--- src/rtl/seq_detect.sv ---
// Run-length detector: flags RUN_LEN equal serial bits, counts match events.
// Optional hit counter built only when SEQ_DETECT_HIT_CNT_EN is defined.
module seq_detect #(
    parameter int RUN_LEN = 4,
    parameter int CNT_W   = 8
) (
    input  logic             clk,
    input  logic             r,
    input  logic             w,
    input  logic             en,
    output logic             z,
    output logic [3:0]       run,
    output logic             last,
    output logic [CNT_W-1:0] hits
);

    typedef enum logic [1:0] {
        IDLE = 2'd0,
        RUN0 = 2'd1,
        RUN1 = 2'd2
    } state_t;

    localparam logic [3:0] L_MAX = 4'(RUN_LEN);

    state_t     r_state;
    state_t     w_state_nxt;
    logic [3:0] r_run;
    logic [3:0] w_run_nxt;
    logic [3:0] w_run_inc;
    logic       r_last;

    // State, run length and last bit advance only on enabled edges
    always_ff @(posedge clk or negedge r) begin
        if (!r) begin
            r_state <= IDLE;
            r_run   <= 4'd0;
            r_last  <= 1'b0;
        end else if (en) begin
            r_state <= w_state_nxt;
            r_run   <= w_run_nxt;
            r_last  <= w;
        end
    end

    assign w_run_inc = (r_run >= L_MAX) ? L_MAX : r_run + 4'd1;

    // Next state: extend a matching run, restart at 1 on a polarity change
    always_comb begin
        w_state_nxt = r_state;
        w_run_nxt   = r_run;
        unique case (r_state)
            IDLE: begin
                w_state_nxt = w ? RUN1 : RUN0;
                w_run_nxt   = 4'd1;
            end
            RUN0: begin
                if (!w) begin
                    w_run_nxt = w_run_inc;
                end else begin
                    w_state_nxt = RUN1;
                    w_run_nxt   = 4'd1;
                end
            end
            RUN1: begin
                if (w) begin
                    w_run_nxt = w_run_inc;
                end else begin
                    w_state_nxt = RUN0;
                    w_run_nxt   = 4'd1;
                end
            end
            default: begin
                w_state_nxt = IDLE;
                w_run_nxt   = 4'd0;
            end
        endcase
    end

    // Moore outputs decoded from registered state only
    always_comb begin
        z    = ((r_state == RUN0) || (r_state == RUN1)) &&
               (r_run == L_MAX);
        run  = r_run;
        last = r_last;
    end

`ifdef SEQ_DETECT_HIT_CNT_EN
    logic             w_hit;
    logic [CNT_W-1:0] r_hits;

    assign w_hit = en && (r_state != IDLE) &&
                   (r_run == L_MAX - 4'd1) &&
                   (w_run_nxt == L_MAX);

    // Saturating count of run-reaches-RUN_LEN events
    always_ff @(posedge clk or negedge r) begin
        if (!r) begin
            r_hits <= '0;
        end else if (w_hit && (r_hits != {CNT_W{1'b1}})) begin
            r_hits <= r_hits + 1'b1;
        end
    end

    assign hits = r_hits;
`else
    assign hits = '0;
`endif

endmodule

--- config.mk ---
export PLATFORM = sky130hd
export DESIGN_NAME = seq_detect
export DESIGN_NICKNAME = d
export VERILOG_FILES = /design/src/rtl/seq_detect.sv
export SDC_FILE = /design/constraint.sdc
export NUM_CORES = 1
export LEC_CHECK = 0
export BUFFER_PORTS_ARGS = -buffer_cell sky130_fd_sc_hd__buf_2
export CAP_MARGIN = 20
export CORE_AREA = 2 2 39 41
export DETAILED_ROUTE_END_ITERATION = 16
export DIE_AREA = 0 0 41 43
export HOLD_SLACK_MARGIN = 0.1
export PLACE_DENSITY = 0.67
export SLEW_MARGIN = 10
export SYNTH_ARGS = -nofsm -noshare
export SYNTH_HDL_FRONTEND = slang
export SYNTH_SLANG_ARGS = --single-unit
--- constraint.sdc ---
create_clock -name clk -period 1.4 [get_ports clk]
set_input_delay 0.21 -clock clk [delete_from_list [all_inputs] [get_ports clk]]
set_output_delay 0.21 -clock clk [all_outputs]
set_load 0.01 [all_outputs]
* Word level (Yosys, flattened, before mapping)
Cells that the tools add are included. Widths: inputs -> output; s select.
Storage, ports and cells: word-level logic and storage cells 22, output and inout port bits 14, register bits after elaboration 7, bits of input ports 4
Operators by class: multiplexer cells 8, $add $sub $neg 1, reductions and logical operators 4, order comparisons 1, equal/unequal tests 5
Operator list (count):
- $mux 4 | 3
- $pmux 4 s3 | 1
- $mux 2 | 3
- $pmux 2 s3 | 1
- $add 4x1->4 const B | 1
- $eq 4x3->1 const B | 1
- $ge 4x3->1 const B | 1
- $ne 2x2->1 const B | 2
- $reduce_and 3->1 | 1
- $eq 2x1->1 const B | 1
- $eq 2x2->1 const B | 1
- $logic_not 2->1 | 1
- $logic_and 1x1->1 | 1
- $logic_or 1x1->1 | 1

* Logic depth before layout (Yosys ltp)
Gate-level depths: netlist of the first run.
depth after elaboration 4, gate-level depth with buffers 5, gate-level depth less buffers 5

* Worst setup path before layout of the first run
No wires, ideal clock.
path kind register -> register, start point reg r_state[0], end point reg r_run[0] (netlist: run[0]), path buffers 0, setup slack -19 ps, setup time 131 ps, cell stages (with the launch flop) 6, required time 1269 ps, arrival 1287 ps, period minus slack after synthesis 1419 ps, cells stage by stage dfrtp_1 inv_1 ha_1 or2_2 a311oi_1 o22ai_1
On the way: cells in the longest elaborated chain, start to end 2, elaborated cells on any way between the ends 4, classes of those cells 2 x eq/ne; 1 x mux; 1 x reduce/logical
RTL lines:
- from (decl) | line 25 | state_t r_state;
- from (signal assigned) | line 39 | r_state <= w_state_nxt;
- $eq 2x2->1, or another cell as far along | line 51 | unique case (r_state)
- $pmux 4 s3 * | line 51
- to (signal assigned) | line 40 | r_run <= w_run_nxt;
- to (decl) | line 27 | logic [3:0] r_run;
Mark *: on every way between the ends. The rest lies on a longest branch, timed or not. A chain may end at the register's enable or synchronous reset.

* Worst setup path after layout of the first run
start point reg r_state[1], end point out z
On the way: cells in the longest elaborated chain, start to end 3, elaborated cells on any way between the ends 4, classes of those cells 2 x eq/ne; 2 x reduce/logical
RTL lines:
- $eq 2x1->1 / $eq 2x2->1 (equally long branches) | line 81 | z = ((r_state == RUN0) || (r_state == RUN1)) &&
- $logic_or 1x1->1 * | line 81
- $logic_and 1x1->1 * | line 81
- to (decl) | line 11 | output logic z,
Marks and branches as above.

==> results.tsv, run 1 <==
stage	metric	value	unit
global_route	grt_max_degree	11	
timing	hold_viol_final	0	
synthesis	synth_cell_type_count	27	
place	placed_area	579	sq um
run_status	status	finished with violations	
timing	fin_crit	1490	ps
final_layout	fin_nets	81	
place	dp_hpwl	770	um
synthesis	synth_compound_area_frac	0.151	
synthesis	muxShareOfSynthArea	0.0697	
final_layout	final_cell_area	664	sq um
routing	routedWlPerCell	12.0	um
floorplan	start_util	0.376	
synthesis	synth_seq_cells	7	
synthesis	synth_area	520	sq um
synthesis	yosysSeqAreaShare	0.337	
global_route	antenna_found_initial	0	
critical_path	critPathKind	flip-flop to output pin	
run_status	failed_checks	setup timing	
global_route	overflow	0	
routing	routed-via-count	416	
timing	drv_slew	0	
timing	setup_tns	-133	ps
final_layout	n_fill_cell	125	
pwr	p_total	1210	uW
routing	drt_first_pass_iters	4	
timing	finalCritPeriodShare	1.06	
synthesis	ys.flop_type	dfrtp_1	
place	io_buffers	9	
critical_path	path_max_fanout	3	
global_route	grt_pass1_vias	389	
critical_path	crit_arrival	1280	ps
clock_network	clk_pin_slew_worst_paths	60	ps
routing	post_drt_via_cell_ratio	4.84	
timing	fmax	672	MHz
synthesis	synthAdderAreaFrac	0.144	
timing	whs	295	ps
clock_network	insertion_delay	250	ps
clock_network	cts_tree	done	
floorplan	core.rowCount	14	
pwr	p_leak	0.000331	uW
synthesis	synth-edff-count	0	
critical_path	start_kind	flip-flop	
timing	report.final.setup_viol	2	
pwr	ir_worst_vdd	0.793	mV
timing	layout_setup_ws	-88.0	ps
clock_network	cts.sinks	7	
floorplan	die-height	43	um
global_route	grt_pass1_wl	1640	um
timing	finClkSkew	0.743	ps
clock_network	root_buffer	clkbuf_4	
clock_network	cts_buffers	3	
routing	drt-total-wl	1040	um
routing	ant_nets	0	
job	cap_violations	0	
critical_path	cp_data_required_time	1190	ps
synthesis	netlist_instances	52	
synthesis	post_synth.cell_area_avg	10.0	sq um
synthesis	async_flop_share	1.00	
floorplan	die_area	1760	sq um
clock_network	cts.htree.levels	1	
critical_path	critPathCaptureType	output pin	
routing	dr.first_iter.drc_count	6	
final_layout	antenna_cells	0	
timing	rsz0062_at_grt	yes	
final_layout	final_core_util	0.480	
synthesis	synth-xor-area-share	0	
synthesis	yosys.area_share.simple	0.130	
clock_network	clock_path_buffers	2	
global_route	grt_usage	0.135	
min_path	hp-class	primary input to flip-flop	
floorplan	io_pins	18	
floorplan	die_width	41	um
synthesis	synth-warning-count	0	
floorplan	coreArea	1380	sq um
final_layout	drive_gt1_frac	0.457	
synthesis	synth_top_family_by_area	buffers and inverters	
pwr	power_density	1820	nW/um^2
routing	drc_errors	0	
final_layout	areaGrowthSynthToFinish	27.6	%
place	gp_congestion	0.785	
-- power breakdown --
group / internal (uW) / total, uW / leakage, uW / switching (uW)
Clock: 109 / 185 / 0.0000150 / 76.6
Combinational: 364 / 712 / 0.000226 / 348
Sequential: 262 / 314 / 0.0000895 / 51.7
Total: 735 / 1210 / 0.000331 / 477
-- per-stage QoR --
step	setup slack, ps	std cells
2_1_floorplan	15.1	59
3_3_place_gp	28.3	79
3_5_place_dp	-38.6	79
4_1_cts	-82.8	86
5_1_grt	-147	86
6_report	-88.0	86
-- cell families after synthesis --
kind of cell / count (synthesis)
AOI/OAI and AO/OA: 11
and+or+nand+nor: 10
other: 1
muxes: 3
buffers and inverters: 14
DFF: 7
adders and majority gates: 6
-- what timing repair did --
item	4_1_cts	5_1_grt
cloned	0	0
hold buffers	1	0
setup buffers	2	0
hold endpoints to repair	7	0
pin swaps	1	2
resized for setup	3	3
setup endpoints to repair	2	5
-- cell type report --
| type | instances | area (sq um) | share of cell area |
|---|---|---|---|
| clock buffers | 4 | 26.3 | 0.0395 |
| inverters | 5 | 18.8 | 0.0282 |
| multi-input cells | 38 | 324 | 0.488 |
| flip-flops and latches | 7 | 175 | 0.264 |
| well taps | 16 | 20.0 | 0.0301 |
| repair buffers | 16 | 100 | 0.151 |
-- cells in the final DEF (no fill, tap or decap), drive strengths merged --
cell type / Yosys / routed
buf: 9 / 15
and2b: 1 / 1
a21oi: 1 / 1
nor2b: 2 / 2
nor2: 2 / 2
nand2: 1 / 1
o32ai: 1 / 1
conb: 1 / 8
nor3: 1 / 1
mux2i: 1 / 1
o2111ai: 1 / 1
nand2b: 1 / 1
a31oi: 2 / 2
o21ai: 2 / 2
o311a: 1 / 1
clkbuf: 0 / 4
or2: 1 / 1
dfrtp: 7 / 7
and4b: 1 / 1
o21a: 1 / 1
mux2: 2 / 2
o22ai: 1 / 1
ha: 6 / 6
dlygate4sd3: 0 / 1
a311oi: 1 / 1
inv: 5 / 5
-- cell usage after synthesis (all sizes together), types with 2 or more instances --
library cell | number | area (sq um)
o21ai | 2 | 10.0
ha | 6 | 75.1
buf | 9 | 65.1
inv | 5 | 18.8
a31oi | 2 | 12.5
dfrtp | 7 | 175
mux2 | 2 | 22.5
nor2 | 2 | 7.51
nor2b | 2 | 12.5
-- layer usage --
layer  global-route usage  part of all wire  up-vias
met2                0.209              0.51       18
met1                0.180              0.44      195
li1                     -                 -      203
met5                    0                 0        -
met4               0.0400                 0        0
met3               0.0314             0.045        0
-- path summary, 6_finish.rpt --
check	startpoint	end	slack, ps	depth (start not counted)
hold reg to reg	last$_DFFE_PN0P_	last$_DFFE_PN0P_	510	1
setup / recovery	r_state[1]$_DFFE_PN0P_	z	-90	4
setup reg to reg	r_state[0]$_DFFE_PN0P_	run[0]$_DFFE_PN0P_	-40	5
hold / removal	en	run[3]$_DFFE_PN0P_	300	2
min in group asynchronous	r	run[1]$_DFFE_PN0P_	310	2
max in group asynchronous	r	r_state[0]$_DFFE_PN0P_	930	2
-- state kept, by name, summed over array words and instances, names as in the netlist --
register,cells
last,1
run,4
r_state,2
-- worst max-delay path, cell delays in order (launching register included) --
cell     delay, ps
dfrtp_1        390
inv_2           80
ha_4           250
and4b_1        180
buf_2          130
No activity file was read; power rests on OpenSTA's default activity.
==> run 2: changes to the inputs <==
--- a/config.mk
+++ b/config.mk
@@ -5,7 +5,8 @@
 export SDC_FILE = /design/constraint.sdc
 export NUM_CORES = 1
 export LEC_CHECK = 0
-export BUFFER_PORTS_ARGS = -buffer_cell sky130_fd_sc_hd__buf_2
+export ABC_AREA = 1
+export BUFFER_PORTS_ARGS = -buffer_cell sky130_fd_sc_hd__buf_4
 export CAP_MARGIN = 20
 export CORE_AREA = 2 2 39 41
 export DETAILED_ROUTE_END_ITERATION = 16
==> run 2 against run 1 <==
Compared with the run above: worst setup slack better by 59 ps; count of clock-buffer cells in the layout is the same; the flow still finishes with violations (setup timing); non-clock buffer count up 3; routed wire length grew 1.8%; hold slack worse by 140 ps; register-to-register slack better by 110 ps; critical path type unchanged.
==> results.tsv, run 2 <==
stage	metric	value	unit
pwr	pwr-share-comb	0.595	
place	place_worst_setup_slack	98.0	ps
final_layout	fin_nets	97	
pwr	ir_worst_vdd	0.647	mV
routing	drc_errors	0	
synthesis	async_flop_share	1.00	
routing	routed-via-count	446	
critical_path	crit_chain	inv_2 -> ha_4 -> nand2_2 -> nor3_2 -> buf_4	
pwr	power_density	1780	nW/um^2
clock_network	cts.sinks	7	
global_route	grt_max_degree	8	
timing	report.final.setup_viol	1	
synthesis	synth_top_area_cell	dfrtp_1	
critical_path	critical-path-slowest-cell	dfrtp_1	
clock_network	clock_path_buffers	2	
synthesis	yosysSeqAreaShare	0.343	
final_layout	final_common_cell	buf_4	
final_layout	final_cell_area	688	sq um
clock_network	cts_buffers	3	
critical_path	cp_num_buf_inv	2	
job	cap_violations	0	
routing	drt_first_pass_iters	2	
synthesis	yosys-top-cells-count	nand2_1 (15), buf_4 (8), dfrtp_1 (7), ha_1 (6), inv_1 (6)	
global_route	antenna_found_initial	0	
routing	drt-total-wl	1050	um
critical_path	path_delay_family	flip-flops	
floorplan	die-height	43	um
timing	finalCritPeriodShare	1.02	
routing	dr.first_iter.drc_count	2	
synthesis	yosysMostFrequentCell	nand2_1	
run_status	status	finished with violations	
timing	layout_setup_ws	-29.2	ps
critical_path	r2r_setup_slack	70	ps
global_route	grt_usage	0.146	
min_path	min_from	en	
timing	rsz0062_at_grt	yes	
timing	fmax	700	MHz
critical_path	path_max_fanout	2	
floorplan	start_util	0.369	
timing	whs	153	ps
final_layout	layout_common_cells	buf_4 (18), nand2_1 (14), conb_1 (8)	
pwr	p_leak	0.000369	uW
critical_path	cp-startpoint	r_state[1]$_DFFE_PN0P_	
critical_path	crit_arrival	1220	ps
routing	post_drt_via_cell_ratio	4.37	
critical_path	cp_num_cells	5	
clock_network	clk_pin_slew_worst_paths	50	ps
place	io_buffers	9	
floorplan	die_width	41	um
pwr	switchingPower	486	uW
routing	routedWlPerCell	10.3	um
timing	setup_tns	-29.2	ps
critical_path	critPathKind	flip-flop to output pin	
final_layout	final_core_util	0.497	
final_layout	antenna_cells	0	
floorplan	core.rowCount	14	
synthesis	synth-warning-count	0	
floorplan	io_pins	18	
critical_path	slowest_delay	370	ps
global_route	grt_pass1_wl	1680	um
synthesis	netlist_instances	64	
timing	drv_slew	0	
floorplan	die_area	1760	sq um
synthesis	synth_top_cell_area_share	0.343	
critical_path	crit-reg2reg-launch	r_state[1]$_DFFE_PN0P_	
clock_network	cts.htree.levels	1	
place	gp_congestion	0.779	
min_path	hp-class	primary input to flip-flop	
clock_network	cts_tree	done	
final_layout	drive_gt1_frac	0.419	
timing	fin_crit	1430	ps
critical_path	reg2reg_to	r_state[1]$_DFFE_PN0P_	
run_status	failed_checks	setup timing	
pwr	p_seq_frac	0.254	
routing	ant_nets	0	
final_layout	areaGrowthSynthToFinish	34.8	%
global_route	overflow	0	
timing	finClkSkew	2.25	ps
clock_network	insertion_delay	250	ps
synthesis	synth-edff-count	0	
critical_path	critPathCaptureType	output pin	
synthesis	ys_top_cells_by_area	dfrtp_1 (34%), ha_1 (15%), buf_4 (12%), nand2_1 (11%), o21ai_1 (4.9%)	
pwr	pwr-share-clk	0.151	
critical_path	start_kind	flip-flop	
min_path	hold_path_end	run[3]$_DFFE_PN0P_	
global_route	grt_pass1_vias	424	
synthesis	post_synth.cell_area_avg	7.98	sq um
place	placed_area	572	sq um
critical_path	r2r_cells	8	
place	dp_hpwl	712	um
final_layout	largest_reg_flops	4	
synthesis	synth_cell_type_count	17	
critical_path	cp_data_required_time	1190	ps
timing	hold_viol_final	0	
synthesis	ys.flop_type	dfrtp_1	
clock_network	root_buffer	clkbuf_4	
floorplan	coreArea	1380	sq um
synthesis	synth_area	510	sq um
pwr	p_sw_frac	0.398	
min_path	min_path_cells	2	
pwr	p_int	736	uW
synthesis	synth_seq_cells	7	
-- run 2: cell count changes after synthesis, moves of 2 or more --
| cell | previous run | this run |
|---|---|---|
| a31oi_1 | 2 | 0 |
| inv_2 | 0 | 3 |
| nand2_1 | 1 | 15 |
| nand2_2 | 0 | 2 |
| nor2b_1 | 2 | 0 |
| o21ai_1 | 1 | 5 |
-- run 2: per-layer routing --
layer,vias up,GRT usage,part of all wire
met3,4,0.0942,0.068
met4,0,0.0400,0.010
li1,228,-,-
met5,-,0,0
met2,14,0.219,0.53
met1,200,0.165,0.39
-- run 2: layout make-up --
type | count | area, sq um
clock buffers | 4 | 26.3
fillers | 140 | 696
inverters | 9 | 33.8
multi-input cells | 47 | 288
flip-flops and latches | 7 | 175
well taps | 16 | 20.0
repair buffers | 19 | 145
-- run 2: power groups by stage --
| stage | clock (uW) | combinational, uW | sequential [uW] |
|---|---|---|---|
| finish | 185 | 727 | 310 |
| global route | 211 | 837 | 315 |
| CTS | 188 | 612 | 308 |
| detailed placement | 0 | 481 | 322 |
| global placement | 0 | 473 | 319 |
| floorplan | 0 | 342 | 322 |
-- run 2: cell families after synthesis --
group	synth area share
AOI/OAI and AO/OA	0.0931
adders and majority gates	0.147
buffers and inverters	0.184
DFF	0.343
other	0.00735
and+or+nand+nor	0.225
-- run 2: worst max path at each step --
stage / to / slack [ps]
floorplan: z / 160
global placement: z / 110
detailed placement: z / 100
CTS: z / -80
global route: z / -110
finish: z / -30
-- run 2: worst reg2reg max path: cells and delay by family, from the launching register on --
family | cells | cell delay [ps]
AND/OR/NAND/NOR | 3 | 250
flip-flops | 1 | 370
AO/OA/AOI/OAI | 1 | 70
adder cells (fa/ha/maj) | 1 | 190
buffers and inverters | 3 | 330
-- run 2: per-stage QoR --
step                instances  total power [uW]
global placement           89               792
floorplan                  71               664
CTS                        98              1110
finish                    102              1220
detailed placement         89               803
global route              102              1360
-- run 2: timing repair --
item	4_1_cts	5_1_grt
endpoints found under the hold margin	7	0
endpoints found under the setup margin	1	1
buffers inserted	4	4
gates cloned	0	0
resized for setup	3	4
hold buffers	1	0
pin swaps	3	2
==> run 3: changes to the inputs <==
--- a/config.mk
+++ b/config.mk
@@ -9,10 +9,12 @@
 export BUFFER_PORTS_ARGS = -buffer_cell sky130_fd_sc_hd__buf_4
 export CAP_MARGIN = 20
 export CORE_AREA = 2 2 39 41
+export CTS_BUF_LIST = sky130_fd_sc_hd__clkbuf_16
 export DETAILED_ROUTE_END_ITERATION = 16
 export DIE_AREA = 0 0 41 43
 export HOLD_SLACK_MARGIN = 0.1
 export PLACE_DENSITY = 0.67
+export SKIP_CTS_REPAIR_TIMING = 1
 export SLEW_MARGIN = 10
 export SYNTH_ARGS = -nofsm -noshare
 export SYNTH_HDL_FRONTEND = slang
==> run 3 against run 2 <==
Compared with the run above: the flow still finishes with violations (setup timing); total power up 16%; non-clock buffer count down 4; worst setup slack worse by 28 ps; first-iteration DRC count up 50%; clock skew up 0.79 ps; core utilization up 1.6 points; clock power rose to 2.6 times the previous value; critical path depth unchanged; via count down 6.7%; routed wire length down 11%; count of clock-buffer cells in the layout down 1; global-route usage down 1.9 points; largest cell class unchanged; largest power group unchanged; highest routed layer is now met3.
==> results.tsv, run 3 (same netlist as run 2, synthesis figures left out) <==
stage	metric	value	unit
critical_path	reg2reg_to	r_state[1]$_DFFE_PN0P_	
timing	rsz0062_at_grt	yes	
pwr	pwr-share-clk	0.333	
min_path	min_from	en	
clock_network	root_buffer	clkbuf_16	
routing	drt_first_pass_iters	2	
pwr	power_density	2000	nW/um^2
routing	dr.first_iter.drc_count	3	
pwr	pwr-share-comb	0.440	
timing	report.final.setup_viol	1	
global_route	grt_pass1_vias	380	
final_layout	largest_reg_flops	4	
global_route	grt_pass1_wl	1500	um
critical_path	crit_chain	inv_2 -> ha_4 -> nand2_2 -> nor3_2 -> buf_4	
routing	routed-via-count	416	
timing	whs	180	ps
job	cap_violations	0	
floorplan	coreArea	1380	sq um
final_layout	fin_nets	93	
floorplan	core.rowCount	14	
critical_path	r2r_setup_slack	140	ps
floorplan	die_width	41	um
run_status	failed_checks	setup timing	
final_layout	areaGrowthSynthToFinish	39.2	%
clock_network	clk_pin_slew_worst_paths	40	ps
clock_network	insertion_delay	230	ps
floorplan	io_pins	18	
min_path	min_path_cells	2	
place	dp_hpwl	712	um
timing	fin_crit	1460	ps
critical_path	cp_data_required_time	1190	ps
global_route	grt_max_degree	8	
final_layout	antenna_cells	0	
timing	hold_viol_final	0	
global_route	grt_usage	0.127	
critical_path	critPathKind	flip-flop to output pin	
floorplan	die_area	1760	sq um
clock_network	cts.htree.levels	1	
critical_path	crit_arrival	1250	ps
place	dp_cells	89	
routing	routedWlPerCell	9.57	um
timing	finClkSkew	3.04	ps
routing	drc_errors	0	
critical_path	cp-startpoint	r_state[1]$_DFFE_PN0P_	
global_route	antenna_found_initial	0	
clock_network	cts.sinks	7	
min_path	hold_path_end	run[3]$_DFFE_PN0P_	
timing	drv_slew	0	
routing	ant_nets	0	
clock_network	cts_buffers	3	
pwr	p_seq_frac	0.227	
run_status	status	finished with violations	
pwr	p_sw_frac	0.340	
critical_path	critPathCaptureType	output pin	
final_layout	final_cells	98	
routing	drt-total-wl	938	um
pwr	p_leak	0.000377	uW
global_route	overflow	0	
place	gp_congestion	0.779	
timing	fmax	686	MHz
final_layout	drive_gt1_frac	0.366	
min_path	hp-class	primary input to flip-flop	
timing	setup_tns	-57.2	ps
pwr	ir_worst_vdd	0.939	mV
pwr	p_int	937	uW
critical_path	start_kind	flip-flop	
critical_path	path_max_fanout	4	
place	place_worst_setup_slack	98.0	ps
clock_network	cts_tree	done	
pwr	switchingPower	482	uW
critical_path	r2r_cells	7	
place	io_buffers	9	
critical_path	slowest_delay	400	ps
critical_path	crit-reg2reg-launch	r_state[0]$_DFFE_PN0P_	
floorplan	start_util	0.369	
floorplan	die-height	43	um
final_layout	layout_common_cells	nand2_1 (14), buf_4 (14), conb_1 (8)	
clock_network	clock_path_buffers	2	
timing	layout_setup_ws	-57.2	ps
critical_path	critical-path-slowest-cell	dfrtp_1	
routing	post_drt_via_cell_ratio	4.24	
final_layout	n_fill_cell	133	
timing	finalCritPeriodShare	1.04	
-- run 3: cell types whose count changed in the layout (fill, tap and decap cells not counted), sizes merged --
cell,change
inv,+1
buf,-4
clkbuf,-1
-- run 3: how the worst max path moves through the flow --
stage	to	slack [ps]	depth (start not counted)
2_1_floorplan	z	160	4
3_3_place_gp	z	110	5
3_5_place_dp	z	100	5
4_1_cts	z	-150	5
5_1_grt	z	-120	5
6_report	z	-60	5
-- run 3: power by group through the flow --
stage          Sequential [uW]  Combinational [uW]  Clock, uW
3_5_place_dp               322                 481          0
3_3_place_gp               319                 473          0
5_1_grt                    333                 726        496
2_1_floorplan              322                 342          0
4_1_cts                    318                 485        480
6_report                   323                 624        472
-- run 3: critical path: cells and delay by family, from the launching register on --
| kind | cells | cell delay (ps) |
|---|---|---|
| adders and majority gates | 1 | 270 |
| buffers and inverters | 2 | 210 |
| DFF | 1 | 400 |
| and+or+nand+nor | 2 | 140 |
-- run 3: cell type report --
| class | instances | area [sq um] | share of cell area |
|---|---|---|---|
| Multi-Input combinational cell | 47 | 288 | 0.405 |
| Sequential cell | 7 | 175 | 0.246 |
| Timing Repair Buffer | 15 | 115 | 0.162 |
| Clock buffer | 3 | 75.1 | 0.106 |
| Inverter | 9 | 33.8 | 0.0475 |
| Tap cell | 16 | 20.0 | 0.0282 |
| Clock inverter | 1 | 3.75 | 0.00528 |
-- run 3: routing by layer --
layer | GRT usage | vias to the layer above | wire (um)
li1 | - | 220 | -
met1 | 0.165 | 183 | 389
met2 | 0.178 | 13 | 478
met3 | 0.0785 | 0 | 71
met4 | 0.0200 | 0 | 0
met5 | 0 | - | 0
-- run 3: per-stage QoR --
| stage | util | power (uW) | instance area [sq um] |
|---|---|---|---|
| floorplan | - | 664 | 537 |
| global placement | 0.413 | 792 | 572 |
| detailed placement | 0.413 | 803 | 572 |
| CTS | 0.470 | 1280 | 651 |
| global route | 0.514 | 1550 | 711 |
| finish | 0.514 | 1420 | 711 |
